<file path="src/rtl/tick_gen_pkg.sv">
// rtl/tick_gen_pkg.sv - shared constants and helpers for the tick generator
package tick_gen_pkg;

    localparam int DEFAULT_CNT_W = 24;
    localparam int unsigned DIV_10MS_100M = 1000000;
    // sq runs at mclk/(2*div), so a divisor of 2 yields 25 MHz from 100 MHz
    localparam int unsigned DIV_VGA25 = 2;

    function automatic int clog2_min1(input int n);
        return (n <= 1) ? 1 : $clog2(n);
    endfunction

endpackage

</file>
<file path="src/rtl/tick_gen_multi_if.sv">
// rtl/tick_gen_multi_if.sv - divisor configuration port of the tick generator
interface tick_gen_multi_if
    import tick_gen_pkg::*;
#(
    parameter int NCH   = 4,
    parameter int CNT_W = DEFAULT_CNT_W,
    parameter int CH_W  = clog2_min1(NCH)
);
    logic             cfg_we;
    logic [CH_W-1:0]  cfg_ch;
    logic [CNT_W-1:0] cfg_div;
    logic             cfg_ack;
    logic             cfg_err;

    modport master (
        output cfg_we, cfg_ch, cfg_div,
        input  cfg_ack, cfg_err
    );

    modport slave (
        input  cfg_we, cfg_ch, cfg_div,
        output cfg_ack, cfg_err
    );

endinterface

</file>
<file path="src/rtl/tick_chan.sv">
// rtl/tick_chan.sv - one tick/square-wave channel with shadowed divisor
module tick_chan
    import tick_gen_pkg::*;
#(
    parameter int          CNT_W    = DEFAULT_CNT_W,
    parameter int unsigned DIV_INIT = DIV_10MS_100M
) (
    input  logic             mclk,
    input  logic             clr,
    input  logic             en_i,
    input  logic             restart_i,
    input  logic             apply_i,
    input  logic [CNT_W-1:0] apply_div_i,
    output logic             tick_o,
    output logic             sq_o
);

    localparam logic [CNT_W-1:0] DIV_RST = CNT_W'(DIV_INIT);
    localparam logic [CNT_W-1:0] ONE     = CNT_W'(1);

    logic [CNT_W-1:0] cnt_q, cnt_d;
    logic [CNT_W-1:0] div_q, div_d;
    logic [CNT_W-1:0] pend_q, pend_d;
    logic             pend_v_q, pend_v_d;
    logic             tick_q, tick_d;
    logic             sq_q, sq_d;
    logic [CNT_W-1:0] last_cnt;
    logic             running;
    logic             wrap;

    always_comb begin
        last_cnt = (div_q == '0) ? '0 : div_q - ONE;
        running  = en_i && (div_q != '0);
        wrap     = running && (cnt_q == last_cnt);
        cnt_d    = cnt_q;
        div_d    = div_q;
        pend_d   = pend_q;
        pend_v_d = pend_v_q;
        tick_d   = 1'b0;
        sq_d     = sq_q;
        if (restart_i) begin
            cnt_d    = '0;
            sq_d     = 1'b0;
            pend_v_d = 1'b0;
            if (apply_i) begin
                div_d  = apply_div_i;
                pend_d = apply_div_i;
            end else if (pend_v_q) begin
                div_d = pend_q;
            end
        end else begin
            if (wrap) begin
                cnt_d  = '0;
                tick_d = 1'b1;
                sq_d   = ~sq_q;
                if (pend_v_q) begin
                    div_d    = pend_q;
                    pend_v_d = 1'b0;
                end
            end else if (running) begin
                cnt_d = cnt_q + ONE;
            end else if (pend_v_q) begin
                // a stopped channel has no wrap to wait for, so take the new divisor now
                div_d    = pend_q;
                pend_v_d = 1'b0;
                cnt_d    = '0;
            end
            // a write landing on a wrap edge stays pending for the following wrap
            if (apply_i) begin
                pend_d   = apply_div_i;
                pend_v_d = 1'b1;
            end
        end
    end

    always_ff @(posedge mclk or posedge clr) begin
        if (clr) begin
            cnt_q    <= '0;
            div_q    <= DIV_RST;
            pend_q   <= DIV_RST;
            pend_v_q <= 1'b0;
            tick_q   <= 1'b0;
            sq_q     <= 1'b0;
        end else begin
            cnt_q    <= cnt_d;
            div_q    <= div_d;
            pend_q   <= pend_d;
            pend_v_q <= pend_v_d;
            tick_q   <= tick_d;
            sq_q     <= sq_d;
        end
    end

    assign tick_o = tick_q;
    assign sq_o   = sq_q;

endmodule

</file>
<file path="src/rtl/tick_gen_multi.sv">
// rtl/tick_gen_multi.sv - N-channel programmable tick and square-wave generator
module tick_gen_multi
    import tick_gen_pkg::*;
#(
    parameter int          NCH      = 4,
    parameter int          CNT_W    = DEFAULT_CNT_W,
    parameter int unsigned DIV_INIT = DIV_10MS_100M
) (
    input  logic                   mclk,
    input  logic                   clr,
    input  logic                   sync_rst,
    input  logic [NCH-1:0]         en,
    tick_gen_multi_if.slave        cfg,
    output logic [NCH-1:0]         tick,
    output logic [NCH-1:0]         sq
);

    localparam int CH_W = clog2_min1(NCH);
    localparam logic [CH_W:0] NCH_L = (CH_W + 1)'(NCH);

    logic cfg_valid;
    logic cfg_ack_q;
    logic cfg_err_q;

    // extra bit so an index equal to NCH is representable when NCH is a power of two
    assign cfg_valid = cfg.cfg_we && ({1'b0, cfg.cfg_ch} < NCH_L);

    always_ff @(posedge mclk or posedge clr) begin
        if (clr) begin
            cfg_ack_q <= 1'b0;
            cfg_err_q <= 1'b0;
        end else begin
            cfg_ack_q <= cfg_valid;
            cfg_err_q <= cfg.cfg_we && !cfg_valid;
        end
    end

    assign cfg.cfg_ack = cfg_ack_q;
    assign cfg.cfg_err = cfg_err_q;

    for (genvar i = 0; i < NCH; i++) begin : g_chan
        logic sel;
        assign sel = cfg_valid && (cfg.cfg_ch == CH_W'(i));

        tick_chan #(
            .CNT_W    (CNT_W),
            .DIV_INIT (DIV_INIT)
        ) u_chan (
            .mclk        (mclk),
            .clr         (clr),
            .en_i        (en[i]),
            .restart_i   (sync_rst),
            .apply_i     (sel),
            .apply_div_i (cfg.cfg_div),
            .tick_o      (tick[i]),
            .sq_o        (sq[i])
        );
    end

endmodule

</file>
<file path="src/flat_wrapper.sv">
// flat-port wrapper written by rule: the top's interface ports become plain ports
module tick_gen_multi_flat import tick_gen_pkg::*;
#(
    parameter int          NCH      = 4,
    parameter int          CNT_W    = DEFAULT_CNT_W,
    parameter int unsigned DIV_INIT = DIV_10MS_100M
)
  (mclk, clr, sync_rst, en, tick, sq, cfg_cfg_we, cfg_cfg_ch, cfg_cfg_div, cfg_cfg_ack, cfg_cfg_err);
  tick_gen_multi_if #(.NCH(NCH), .CNT_W(CNT_W)) cfg_i ();
  input  logic mclk;
  input  logic clr;
  input  logic sync_rst;
  input  logic [NCH-1:0] en;
  output logic [NCH-1:0] tick;
  output logic [NCH-1:0] sq;
  input wire logic [$bits(cfg_i.cfg_we)-1:0] cfg_cfg_we;
  input wire logic [$bits(cfg_i.cfg_ch)-1:0] cfg_cfg_ch;
  input wire logic [$bits(cfg_i.cfg_div)-1:0] cfg_cfg_div;
  output wire logic [$bits(cfg_i.cfg_ack)-1:0] cfg_cfg_ack;
  output wire logic [$bits(cfg_i.cfg_err)-1:0] cfg_cfg_err;
  assign cfg_i.cfg_we = cfg_cfg_we;
  assign cfg_i.cfg_ch = cfg_cfg_ch;
  assign cfg_i.cfg_div = cfg_cfg_div;
  assign cfg_cfg_ack = cfg_i.cfg_ack;
  assign cfg_cfg_err = cfg_i.cfg_err;
  tick_gen_multi #(.NCH(NCH), .CNT_W(CNT_W), .DIV_INIT(DIV_INIT)) u_core (.mclk(mclk), .clr(clr), .sync_rst(sync_rst), .en(en), .cfg(cfg_i), .tick(tick), .sq(sq));
endmodule
</file>
<file path="config.mk">
export PLATFORM = sky130hd
export DESIGN_NAME = tick_gen_multi_flat
export DESIGN_NICKNAME = d
export VERILOG_FILES = /design/src/rtl/tick_gen_pkg.sv /design/src/rtl/tick_gen_multi_if.sv /design/src/rtl/tick_chan.sv /design/src/rtl/tick_gen_multi.sv /design/src/flat_wrapper.sv
export SDC_FILE = /design/constraint.sdc
export NUM_CORES = 1
export LEC_CHECK = 0
export ABC_CLOCK_PERIOD_IN_PS = 17900
export BUFFER_PORTS_ARGS = -buffer_cell sky130_fd_sc_hd__buf_2
export CAP_MARGIN = 20
export CELL_PAD_IN_SITES_DETAIL_PLACEMENT = 1
export CELL_PAD_IN_SITES_GLOBAL_PLACEMENT = 2
export CORE_MARGIN = 8
export CORE_UTILIZATION = 43
export DETAILED_ROUTE_END_ITERATION = 7
export GPL_TIMING_DRIVEN = 0
export HOLD_SLACK_MARGIN = 0.03
export PLACE_DENSITY = 0.95
export REMOVE_ABC_BUFFERS = 1
export SLEW_MARGIN = 40
export SYNTH_ARGS = -nofsm -noshare
export SYNTH_HDL_FRONTEND = slang
export SYNTH_SLANG_ARGS = --single-unit
</file>
<file path="constraint.sdc">
create_clock -name mclk -period 17.9 [get_ports mclk]
set_input_delay 3.58 -clock mclk [delete_from_list [all_inputs] [get_ports mclk]]
set_output_delay 3.58 -clock mclk [all_outputs]
set_load 0.02 [all_outputs]
</file>
* Word level (Yosys, flattened, before mapping) *
Index checks and enable logic that the tools add are counted.

cells by class
  add/subtract/negate cells = 8
  multipliers = 0
  divide/modulo/power cells = 0
  order comparisons = 0
  eq/ne operators = 15
  shift operators = 0
  muxes and demuxes = 72
  bitwise logic cells = 4
  reduce and logical (&&, ||, !) cells = 29

operators with widths
  operator                                               number
  two-way mux 24 bit                                     40
  adder 24 x 1 -> 24 bit, second input constant          4
  == test 24 bit                                         4
  logical NOT 24 bit                                     4
  nonzero test 24 bit                                    4
  subtractor 24 x 1 -> 24 bit, second input constant     4
  two-way mux 1 bit                                      32
  inequality test 4 x 2 -> 1 bit, second input constant  4
  nonzero test 4 bit                                     4
  logical AND 1 bit                                      12
  inequality test 3 x 2 -> 1 bit, second input constant  4
  nonzero test 2 bit                                     4
  == test 2 bit, second input constant                   2
  NOT 1 bit                                              4
  == test 2 x 1 -> 1 bit, second input constant          1
  logical NOT 2 bit                                      1

storage, ports and cells
  register bits after elaboration = 301
  bits in latches = 0
  bits in writable memories = 0
  ROM bits = 0
  memories kept = 0

* Longest topological paths before layout *
Gate-level depths: netlist of the first run.

  depth in word-level cells = 7
  depth in mapped cells = 18
  depth with buffers taken out = 12

* Modules after synthesis *
A second synthesis of the first run with hierarchy kept.

unflattened totals
  cell total of the unflattened synthesis = 1998
  area total of the unflattened synthesis = 19399.9 um2

modules (own cells, without submodules)
  module                                    instances  cells each  area each (um2)  seq. area each (um2)
  tick_chan at u_core.g_chan[0].u_chan ...  2          508         4928.5           1894.3
  tick_chan at u_core.g_chan[2].u_chan      1          482         4805.9           1894.3
  tick_chan at u_core.g_chan[3].u_chan      1          492         4659.5           1894.3
  tick_gen_multi                            1          8           77.6             25.0

* Least setup slack after synthesis of the first run *
OpenSTA, ideal clock, no wires.

  kind = input to register
  start point = in en[2]
  end point = reg u_core.g_chan[2].u_chan.cnt_q[4]
  arrival = 5889 ps
  required time = 17779 ps
  setup slack = 11890 ps
  stages = 10
  path buffers = 3
  cell sequence = nand2_1 or4_1 a2111oi_0 nand3_1 or4b_1 clkbuf_1 and2_1 buf_2 buf_4 a22o_1

on the way
  cells in the longest elaborated chain, start to end = 4
  elaborated cells between the ends (all ways) = 6
  those cells by class = mux (3); reduce/logical (3)

ends and longest elaborated chain
  item                                                     RTL line                          text
  start: declaration                                       flat_wrapper.sv:13                input logic [NCH-1:0] en;
  logical AND 1 bit *                                      tick_chan.sv:33                   running = en_i && (div_q != '0);
  two-way mux 24 bit or logical AND 1 bit (tied branches)  tick_chan.sv:60, tick_chan.sv:34
  two-way mux 24 bit                                       tick_chan.sv:52                   if (wrap) begin
  two-way mux 24 bit                                       tick_chan.sv:41                   if (restart_i) begin
  end signal: assignment                                   tick_chan.sv:85                   cnt_q <= cnt_d;
  end: declaration                                         tick_chan.sv:21                   logic [CNT_W-1:0] cnt_q, cnt_d;

Mark *: on every way between the ends. The rest lies on a longest branch, timed or not.
A chain may end at the register's enable or synchronous reset.

* Worst setup path in the final report of the first run *
  start point = in en[2]
  end point = reg u_core.g_chan[2].u_chan.cnt_q[1]

Same word-level chain as after synthesis.

==> results.sh, run 1 <==
export IMPL_status="complete, no violations"
export IMPL_synth_edf_count=0
export IMPL_cts_resized=0
export IMPL_ys_warn_count=0
export IMPL_drive_gt1_frac=0.1609
export IMPL_dr_pass1_iters=5
export IMPL_cts_tree="done"
export IMPL_power_leakage_nw=8.394
export IMPL_setup_slack_ps=11350
export IMPL_dr_wl_met2_um=28920
export IMPL_drv_slew=0
export IMPL_setup_viol=0
export IMPL_critPathMaxStageDelay_ps=1080
export IMPL_cp_max_fo=34
export IMPL_criticalPathCategory="in2reg"
export IMPL_grtUsageTotal=0.2353
export IMPL_hp_start="u_core.g_chan[3].u_chan.pend_q[16]"
export IMPL_synth_top_family_by_area="simple AND/OR/NAND/NOR gates"
export IMPL_synthSimpleGateAreaFrac=0.2459
export IMPL_grt_ovfl_total=0
export IMPL_grt_max_degree=71
export IMPL_finalCriticalPeriod_ps=6552
export IMPL_routed_wl_um=60070
export IMPL_dp_cells=2670
export IMPL_synthFlopType="dfrtp_1"
export IMPL_rsz0062_at_grt="false"
export IMPL_end_kind="register"
export IMPL_die_h_um=226.3
export IMPL_syn_inst=2166
export IMPL_cts_sinks=301
export IMPL_final_core_util=0.4805
export IMPL_rr_worst_depth=10
export IMPL_first_global_vias=18289
export IMPL_die_x_um=226.3
export IMPL_hold_end="u_core.g_chan[3].u_chan.pend_q[16]"
export IMPL_timing_fmax_mhz=152.6
export IMPL_grt_first_pass_wirelength_um=98770
export IMPL_skew_ps=12.52
export IMPL_min_path_type="reg2reg"
export IMPL_htree_levels=2
export IMPL_fillers=5111
export IMPL_crit_buf_inv=1
export IMPL_r2r_end="u_core.g_chan[2].u_chan.cnt_q[1]"
export IMPL_cp_arrival_ps=7000
export IMPL_fin_setup_tns_ps=0
export IMPL_place_area_um2=19880
export IMPL_ir_worst_vdd_mv=0.08271
export IMPL_clock_root_buffer="clkbuf_16"
export IMPL_synthMuxAreaShare=0.05753
export IMPL_antenna_found_initial=1
export IMPL_wl_met1_um=26980
export IMPL_gp_congestion=0.8968
export IMPL_hold_path_depth=2
export IMPL_syn_area_per_cell_um2=8.776
export IMPL_synthDistinctLibCells=91
export IMPL_fin_area_um2=21110
export IMPL_top_layer="met4"
export IMPL_dr_first_iter_drc_count=1125
export IMPL_crit_chain="buf_2 -> nand2_1 -> or4_1 -> a2111oi_0 -> nand3_1 -> or4b_2 -> and2_2 -> a22o_1"
export IMPL_clk_latency_ps=550
export IMPL_synth_seq_cells=301
export IMPL_syn_cell_area_um2=19010
export IMPL_num_io_pins=44
export IMPL_r2r_slack_ps=12730
export IMPL_tightestPinTransition_ps=807.6
export IMPL_clockBufferDepth=3
export IMPL_p_total_mw=2.297
export IMPL_ant_nets=0
export IMPL_r2r_start="u_core.g_chan[2].u_chan.div_q[11]"
export IMPL_initial_utilization=0.4327
export IMPL_cp_start_kind="input port"
export IMPL_synthXorXnorAreaFrac=0.05299
export IMPL_cts_buffers=36
export IMPL_dpl_hpwl_um=42180
export IMPL_synth_adder_area_share=0.005266
export IMPL_crit_path_top_delay_cell="or4b_2"
export IMPL_route_vias_total=17209
export IMPL_wl_met3_um=2879
export IMPL_required_ps=18340
export IMPL_synthArstFlopShare=1.000
export IMPL_core_um2=43930
export IMPL_maxCapViolCount=0
export IMPL_io_buffers=42
export IMPL_drt_vias_per_instance=6.288
export IMPL_clkTransAtPathRegs_ps=60
export IMPL_seq_area_frac_synth=0.3999
export IMPL_dieArea_um2=51190
export IMPL_pwr_density_cell_nw_per_um2=108.8
export IMPL_syn_to_final_growth_pct=11.05
export IMPL_synth_compound_area_frac=0.1893
export IMPL_finalNonFillerCells=2737
export IMPL_drc=0
export IMPL_critPathTopFamily="simple AND/OR/NAND/NOR gates"
export IMPL_cts_hold_buffers=0
export IMPL_finalCritPeriodShare=0.3660
export IMPL_slew_headroom=0.4566
export IMPL_hold_violations=0
export IMPL_pre_cts_slack_ps=10790
export IMPL_fin_hold_ws_ps=463.9
export IMPL_wl_per_cell_um=21.95
export IMPL_cts_setup_buffers=0
export IMPL_rows=77
export IMPL_nNetsFinal=2158
-- routing by layer --
| layer | track usage | vias to the layer above |
|---|---|---|
| met5 | 0 | - |
| met4 | 0.06519 | 0 |
| met3 | 0.04384 | 97 |
| met2 | 0.3925 | 362 |
| met1 | 0.3103 | 8857 |
| li1 | - | 7893 |
-- synthesized netlist by cell type (26+ instances only) --
cell | number | area (µm²)
nor3_1 | 65 | 325.3
mux2_2 | 74 | 833.3
or3_1 | 50 | 312.8
xor2_1 | 33 | 289.0
nand3_1 | 111 | 555.5
and3_1 | 36 | 225.2
o21ai_0 | 44 | 220.2
buf_2 | 31 | 155.2
o21ai_1 | 26 | 130.1
xnor2_1 | 64 | 560.5
a21oi_1 | 67 | 335.3
a22oi_1 | 76 | 570.6
o22ai_1 | 80 | 500.5
a31oi_1 | 46 | 287.8
inv_1 | 52 | 195.2
nand2_1 | 307 | 1152
clkbuf_1 | 109 | 409.1
nor4_1 | 36 | 225.2
nand4_1 | 36 | 225.2
mux2i_1 | 26 | 260.3
nor2_1 | 125 | 469.2
dfrtp_1 | 245 | 6131
dfstp_2 | 56 | 1471
-- cells by family after synthesis --
kind of cell	count (synthesis)
xor gates and xnor gates	104
AOI/OAI and AO/OA	519
DFF	301
muxes	100
adders and majority gates	8
and+or+nand+nor	916
buffers and inverters	217
other	1
-- placed cells by master, fill, tap and decap left out, types with 33 or more instances in the layout --
master	instances
a22oi_1	76
dfstp_2	56
a21oi_1	67
inv_1	51
buf_2	47
o21ai_0	44
nand4_1	36
xor2_1	33
nor3_1	61
and3_1	34
nor4_1	33
or3_1	49
a31oi_1	45
clkbuf_16	37
o22ai_1	80
nand2_1	304
nand3_1	110
nor2_1	121
dfrtp_1	244
mux2_2	74
xnor2_1	64
-- worst min-delay path: stages, from the launching register on --
cell and delay [ps]:
dfstp_2 370, nand2_1 50, nand2_1 50
-- sequential cells by signal, indices dropped and copies added, names as in the netlist --
signal	count
u_core.g_chan.u_chan.sq_o	4
u_core.g_chan.u_chan.div_q	96
u_core.g_chan.u_chan.pend_v_q	4
u_core.cfg.cfg_ack	1
u_core.g_chan.u_chan.pend_q	96
u_core.g_chan.u_chan.tick_o	4
u_core.g_chan.u_chan.cnt_q	96
-- report_power, final --
group	switching, mW	leakage, nW	internal, mW	total (mW)
registers	0.144	3.76	0.800	0.945
clock network	0.306	0.588	0.451	0.757
logic	0.341	4.05	0.254	0.596
-- cell type report --
type | instances | area, µm² | area share
Timing Repair Buffer | 77 | 668.1 | 0.03165
Antenna cell | 1 | 2.502 | 0.0001186
Inverter | 52 | 202.7 | 0.009603
Sequential cell | 301 | 7604 | 0.3602
Multi-Input combinational cell | 1648 | 10700 | 0.5067
Clock buffer | 55 | 1054 | 0.04991
Tap cell | 592 | 740.7 | 0.03509
Clock inverter | 11 | 141.4 | 0.006698
-- how the worst max path moves through the flow --
stage	slack, ps	depth (start not counted)	end	from
floorplan	6100	1	u_core.cfg.cfg_ack	clr
global placement	2500	2	u_core.g_chan[0].u_chan.sq_o	clr
detailed placement	10790	8	u_core.g_chan[2].u_chan.cnt_q[1]	en[2]
CTS	11380	8	u_core.g_chan[2].u_chan.cnt_q[1]	en[2]
global route	11170	8	u_core.g_chan[2].u_chan.cnt_q[1]	en[2]
finish	11350	8	u_core.g_chan[2].u_chan.cnt_q[1]	en[2]
(Power assumes the default switching activity.)
==> inputs of run 2 (changes only) <==
Settings changed: ABC_CLOCK_PERIOD_IN_PS 17900 to 6400, CORE_UTILIZATION 43 to 40, PLACE_DENSITY 0.95 to 0.91.
Clock period 17.9 ns to 6.4 ns, I/O delays scaled along.
==> run 2 against run 1 <==
Via count decreased by 0.49%. Clock skew increased by 6.7 ps. Global-route usage decreased by 1.8 points. Non-clock buffer count decreased by 2. Setup slack got worse by 10000 ps. Sequential share of layout area about the same. Critical path depth increased by 4. Critical path type is now reg2reg.
==> results.sh, run 2 (synthesis results as in run 1) <==
export IMPL_status="complete, no violations"
export IMPL_initial_utilization=0.4015
export IMPL_finalCriticalPeriod_ps=5181
export IMPL_die_h_um=234.0
export IMPL_routed_wl_um=59480
export IMPL_drv_slew=0
export IMPL_cts_tree="done"
export IMPL_hold_violations=0
export IMPL_grt_max_degree=77
export IMPL_gp_congestion=0.8652
export IMPL_rr_worst_depth=12
export IMPL_wl_per_cell_um=21.60
export IMPL_skew_ps=19.26
export IMPL_crit_path_top_delay_cell="or4b_2"
export IMPL_fillers=5414
export IMPL_multi_input_area_um2=10690
export IMPL_clk_latency_ps=560
export IMPL_pwr_density_cell_nw_per_um2=306.9
export IMPL_setup_viol=0
export IMPL_crit_chain="inv_1 -> ha_1 -> nor3b_2 -> and4_1 -> nand2_1 -> nand2_1 -> or4_1 -> a2111oi_0 -> nand3_1 -> or4b_2 -> and2_2 -> a22o_1"
export IMPL_drt_vias_per_instance=6.220
export IMPL_dr_first_iter_drc_count=1127
export IMPL_drc=0
export IMPL_antenna_found_initial=0
export IMPL_num_io_pins=44
export IMPL_grt_ovfl_total=0
export IMPL_nNetsFinal=2156
export IMPL_dieArea_um2=54750
export IMPL_first_global_vias=17759
export IMPL_ir_worst_vdd_mv=0.1878
export IMPL_criticalPathCategory="reg2reg"
export IMPL_dr_pass1_iters=5
export IMPL_mostFrequentLayoutCell="nand2_1"
export IMPL_clock_root_buffer="clkbuf_16"
export IMPL_dp_cells=2691
export IMPL_rows=80
export IMPL_grtUsageTotal=0.2171
export IMPL_drive_gt1_frac=0.1618
export IMPL_min_path_type="reg2reg"
export IMPL_power_leakage_nw=8.389
export IMPL_cts_buffers=36
export IMPL_slew_headroom=0.4482
export IMPL_route_vias_total=17125
export IMPL_timing_fmax_mhz=193.0
export IMPL_fin_setup_tns_ps=0
export IMPL_end_kind="register"
export IMPL_cp_start_kind="register"
export IMPL_tightestPinTransition_ps=827.7
export IMPL_grt_first_pass_wirelength_um=96740
export IMPL_htree_levels=2
export IMPL_critPathMaxStageDelay_ps=1060
export IMPL_clockBufferDepth=3
export IMPL_core_um2=47350
export IMPL_cp_arrival_ps=5620
export IMPL_cts_sinks=301
export IMPL_die_x_um=234.0
export IMPL_rsz0062_at_grt="false"
export IMPL_clkTransAtPathRegs_ps=60
export IMPL_largest_registers="u_core.g_chan.u_chan.cnt_q: 96 flops, u_core.g_chan.u_chan.div_q: 96 flops, u_core.g_chan.u_chan.pend_q: 96 flops"
export IMPL_syn_to_final_growth_pct=11.14
export IMPL_cts_hold_buffers=0
export IMPL_final_core_util=0.4462
export IMPL_seqCellArea_um2=7604
export IMPL_finalCritPeriodShare=0.8095
export IMPL_ant_nets=0
export IMPL_fin_hold_ws_ps=455.7
export IMPL_num_antenna_cells=0
export IMPL_maxCapViolCount=0
export IMPL_cts_resized=0
export IMPL_cts_setup_buffers=0
export IMPL_cp_max_fo=34
export IMPL_final_cell_mix="nand2_1, dfrtp_1, nor2_1"
export IMPL_hold_path_depth=2
export IMPL_cp_common_cell="nand2_1"
export IMPL_required_ps=6840
export IMPL_io_buffers=42
export IMPL_dpl_hpwl_um=41790
export IMPL_finalNonFillerCells=2753
-- run 2: report_power, final --
part	internal [mW]	total [mW]	switching, mW
registers	2.24	2.64	0.402
clock network	1.34	2.20	0.860
logic	0.707	1.65	0.940
-- run 2: metrics by stage --
step | setup slack (ps) | power, mW | instance area [µm²]
after global routing | 838.2 | 6.801 | 21130
after floorplan | -3105 | 3.727 | 18280
after global placement | -6737 | 4.144 | 19250
final | 1219 | 6.483 | 21130
after CTS | 1238 | 6.504 | 21100
after detailed placement | 1260 | 4.280 | 19860
-- run 2: layout make-up --
| type | count | area share |
|---|---|---|
| timing repair buffer | 75 | 0.02926 |
| tap | 615 | 0.03642 |
| sequential | 301 | 0.3599 |
| clock inverter | 6 | 0.005094 |
| inverter | 52 | 0.009595 |
| multi-input combinational | 1648 | 0.5059 |
| clock buffer | 56 | 0.05384 |
-- run 2: final timing paths --
kind                                              startpoint                            endpoint  slack, ps
max reg2reg                 u_core.g_chan[2].u_chan.div_q[0]    u_core.g_chan[2].u_chan.cnt_q[1]       1220
min in group asynchronous                                clr   u_core.g_chan[1].u_chan.pend_q[5]        730
max                         u_core.g_chan[2].u_chan.div_q[0]    u_core.g_chan[2].u_chan.cnt_q[1]       1220
max in group asynchronous                                clr  u_core.g_chan[0].u_chan.pend_q[16]       4190
min reg2reg                u_core.g_chan[3].u_chan.pend_q[6]   u_core.g_chan[3].u_chan.pend_q[6]        460
min                        u_core.g_chan[3].u_chan.pend_q[6]   u_core.g_chan[3].u_chan.pend_q[6]        460
-- run 2: layer usage --
metal,share of wire,GRT usage,routed length [µm]
met4,0.024,0.06844,1404
met5,0,0,0
met2,0.47,0.3560,28210
met3,0.046,0.03641,2718
met1,0.46,0.2903,27150
-- run 2: worst max-delay path, delay by kind of cell (launching register included) --
family | cells | cell delay, ps
AND/OR/NAND/NOR | 8 | 3340
AO/OA/AOI/OAI | 2 | 780
flip-flops | 1 | 540
adder cells (fa/ha/maj) | 1 | 280
buffers and inverters | 1 | 90
==> inputs of run 3 (changes only) <==
Settings changed: ABC_CLOCK_PERIOD_IN_PS 6400 to 5100.
Clock period 6.4 ns to 5.1 ns, I/O delays scaled along.
==> run 3 against run 2 <==
Sequential share of layout area is 0.064 points lower. Sequential power up 25%. Highest routed layer unchanged. Core utilization increased by 0.079 points. Register-to-register slack lost 1000 ps. Largest power group unchanged. Die area stayed put. Fmax up 6.1%. Wire length rose by 0.57%. Setup slack lost 1000 ps. First-iteration DRC count up 7.4%. Final cell count is 0.15% higher. Non-clock buffer count up 3. Total power rose by 26%.
==> results.sh, run 3 (synthesis results as in run 1) <==
export IMPL_top_layer="met4"
export IMPL_largest_registers="u_core.g_chan.u_chan.cnt_q: 96 flops, u_core.g_chan.u_chan.div_q: 96 flops, u_core.g_chan.u_chan.pend_q: 96 flops"
export IMPL_setup_viol=0
export IMPL_wl_met3_um=2727
export IMPL_final_core_util=0.4470
export IMPL_r2r_start="u_core.g_chan[0].u_chan.div_q[3]"
export IMPL_cp_max_fo=20
export IMPL_cts_buffers=36
export IMPL_grt_ovfl_total=0
export IMPL_cts_tree="done"
export IMPL_pwr_density_cell_nw_per_um2=384.9
export IMPL_num_antenna_cells=0
export IMPL_initial_utilization=0.4015
export IMPL_finalCritPeriodShare=0.9572
export IMPL_rr_worst_depth=11
export IMPL_skew_ps=18.29
export IMPL_cts_sinks=301
export IMPL_routed_wl_um=59820
export IMPL_r2r_slack_ps=220
export IMPL_drt_vias_per_instance=6.240
export IMPL_die_h_um=234.0
export IMPL_dr_pass1_iters=5
export IMPL_tightestPinTransition_ps=782.9
export IMPL_criticalPathCategory="reg2reg"
export IMPL_wl_met1_um=27280
export IMPL_place_area_um2=19860
export IMPL_rsz0062_at_grt="false"
export IMPL_clock_power_share=0.339
export IMPL_first_global_vias=17763
export IMPL_grt_max_degree=77
export IMPL_dr_first_iter_drc_count=1210
export IMPL_power_leakage_nw=8.407
export IMPL_syn_to_final_growth_pct=11.33
export IMPL_core_um2=47350
export IMPL_htree_levels=2
export IMPL_hold_violations=0
export IMPL_drc=0
export IMPL_finalCriticalPeriod_ps=4882
export IMPL_clkTransAtPathRegs_ps=60
export IMPL_dpl_hpwl_um=41790
export IMPL_p_comb_frac=0.255
export IMPL_gp_congestion=0.8652
export IMPL_num_io_pins=44
export IMPL_wl_per_cell_um=21.70
export IMPL_slew_headroom=0.4741
export IMPL_dieArea_um2=54750
export IMPL_p_total_mw=8.145
export IMPL_end_kind="register"
export IMPL_rows=80
export IMPL_io_buffers=42
export IMPL_nNetsFinal=2160
export IMPL_required_ps=5530
export IMPL_fin_hold_ws_ps=455.6
export IMPL_clock_root_buffer="clkbuf_16"
export IMPL_p_switching_mw=2.772
export IMPL_mostFrequentLayoutCell="nand2_1"
export IMPL_clockBufferDepth=3
export IMPL_switching_share=0.3403
export IMPL_die_x_um=234.0
export IMPL_dr_wl_met2_um=28530
export IMPL_grtUsageTotal=0.2173
export IMPL_maxCapViolCount=0
export IMPL_cp_start_kind="register"
export IMPL_timing_fmax_mhz=204.9
export IMPL_ir_worst_vdd_mv=0.2353
export IMPL_setup_slack_ps=218.5
export IMPL_route_vias_total=17205
export IMPL_ant_nets=0
export IMPL_drive_gt1_frac=0.1639
export IMPL_final_cell_mix="nand2_1, dfrtp_1, nor2_1"
export IMPL_status="complete, no violations"
export IMPL_internal_power_mw=5.374
export IMPL_min_path_type="in2async"
export IMPL_cp_arrival_ps=5310
export IMPL_r2r_end="u_core.g_chan[0].u_chan.cnt_q[10]"
export IMPL_fin_area_um2=21160
export IMPL_grt_first_pass_wirelength_um=96790
export IMPL_drv_slew=0
export IMPL_antenna_found_initial=0
export IMPL_clk_latency_ps=560
export IMPL_pre_cts_slack_ps=-40.07
export IMPL_p_seq_frac=0.406
[run 3: routing by layer]
metal  track usage  vias up
met2        0.3564      348
li1              -     7904
met3       0.03641       82
met1        0.2904     8871
met4       0.06844        0
met5             0        -
[run 3: per-stage QoR]
| step | TNS [ps] | instances |
|---|---|---|
| finish | 0 | 2757 |
| floorplan | -1117900 | 2001 |
| global route | 0 | 2757 |
| CTS | 0 | 2756 |
| global placement | -2307780 | 2658 |
| detailed placement | -124.2 | 2691 |
[run 3: worst max-delay path by stage]
stage / end / from / cells after the start / slack [ps]
2_1_floorplan: u_core.cfg.cfg_ack / clr / 1 / -4140
5_1_grt: u_core.g_chan[3].u_chan.div_q[6] / u_core.g_chan[3].u_chan.div_q[0] / 12 / 30
6_report: u_core.g_chan[0].u_chan.cnt_q[10] / u_core.g_chan[0].u_chan.div_q[3] / 11 / 220
3_3_place_gp: u_core.g_chan[0].u_chan.cnt_q[19] / clr / 2 / -7780
4_1_cts: u_core.g_chan[3].u_chan.cnt_q[8] / u_core.g_chan[3].u_chan.div_q[0] / 12 / 140
3_5_place_dp: u_core.g_chan[2].u_chan.cnt_q[1] / u_core.g_chan[2].u_chan.div_q[0] / 12 / -40
[run 3: power by group through the flow]
stage,sequential (mW),combinational (mW),clock [mW]
final,3.31,2.07,2.76
after global routing,3.37,2.28,2.89
after CTS,3.30,2.06,2.81
after detailed placement,3.34,2.03,0
after global placement,3.31,1.89,0
after floorplan,3.16,1.52,0
[run 3: area by class of cell]
type                            count  area [µm²]
Clock inverter                      6       107.6
Inverter                           52       202.7
Clock buffer                       56        1137
Tap cell                          615       769.5
Sequential cell                   301        7604
Multi-Input combinational cell   1649       10700
Timing Repair Buffer               78       640.6
Fill cell                        5416       26180
[run 3: repair_timing]
item | 4_1_cts | 5_1_grt
hold buffers | 0 | 0
pin swaps | 1 | 1
cloned | 0 | 1
setup buffers | 3 | 0
gates resized for setup | 1 | 2
setup endpoints to repair | 13 | 72
[run 3: worst max-delay path: stages, from the launching register on]
cell	delay, ps
dfrtp_1	460
or4_1	730
or4_1	920
nor3_1	690
a21oi_1	80
o311a_1	360
nor4_1	330
and4_1	400
nor3_4	110
buf_4	240
and3_1	180
a221o_1	250
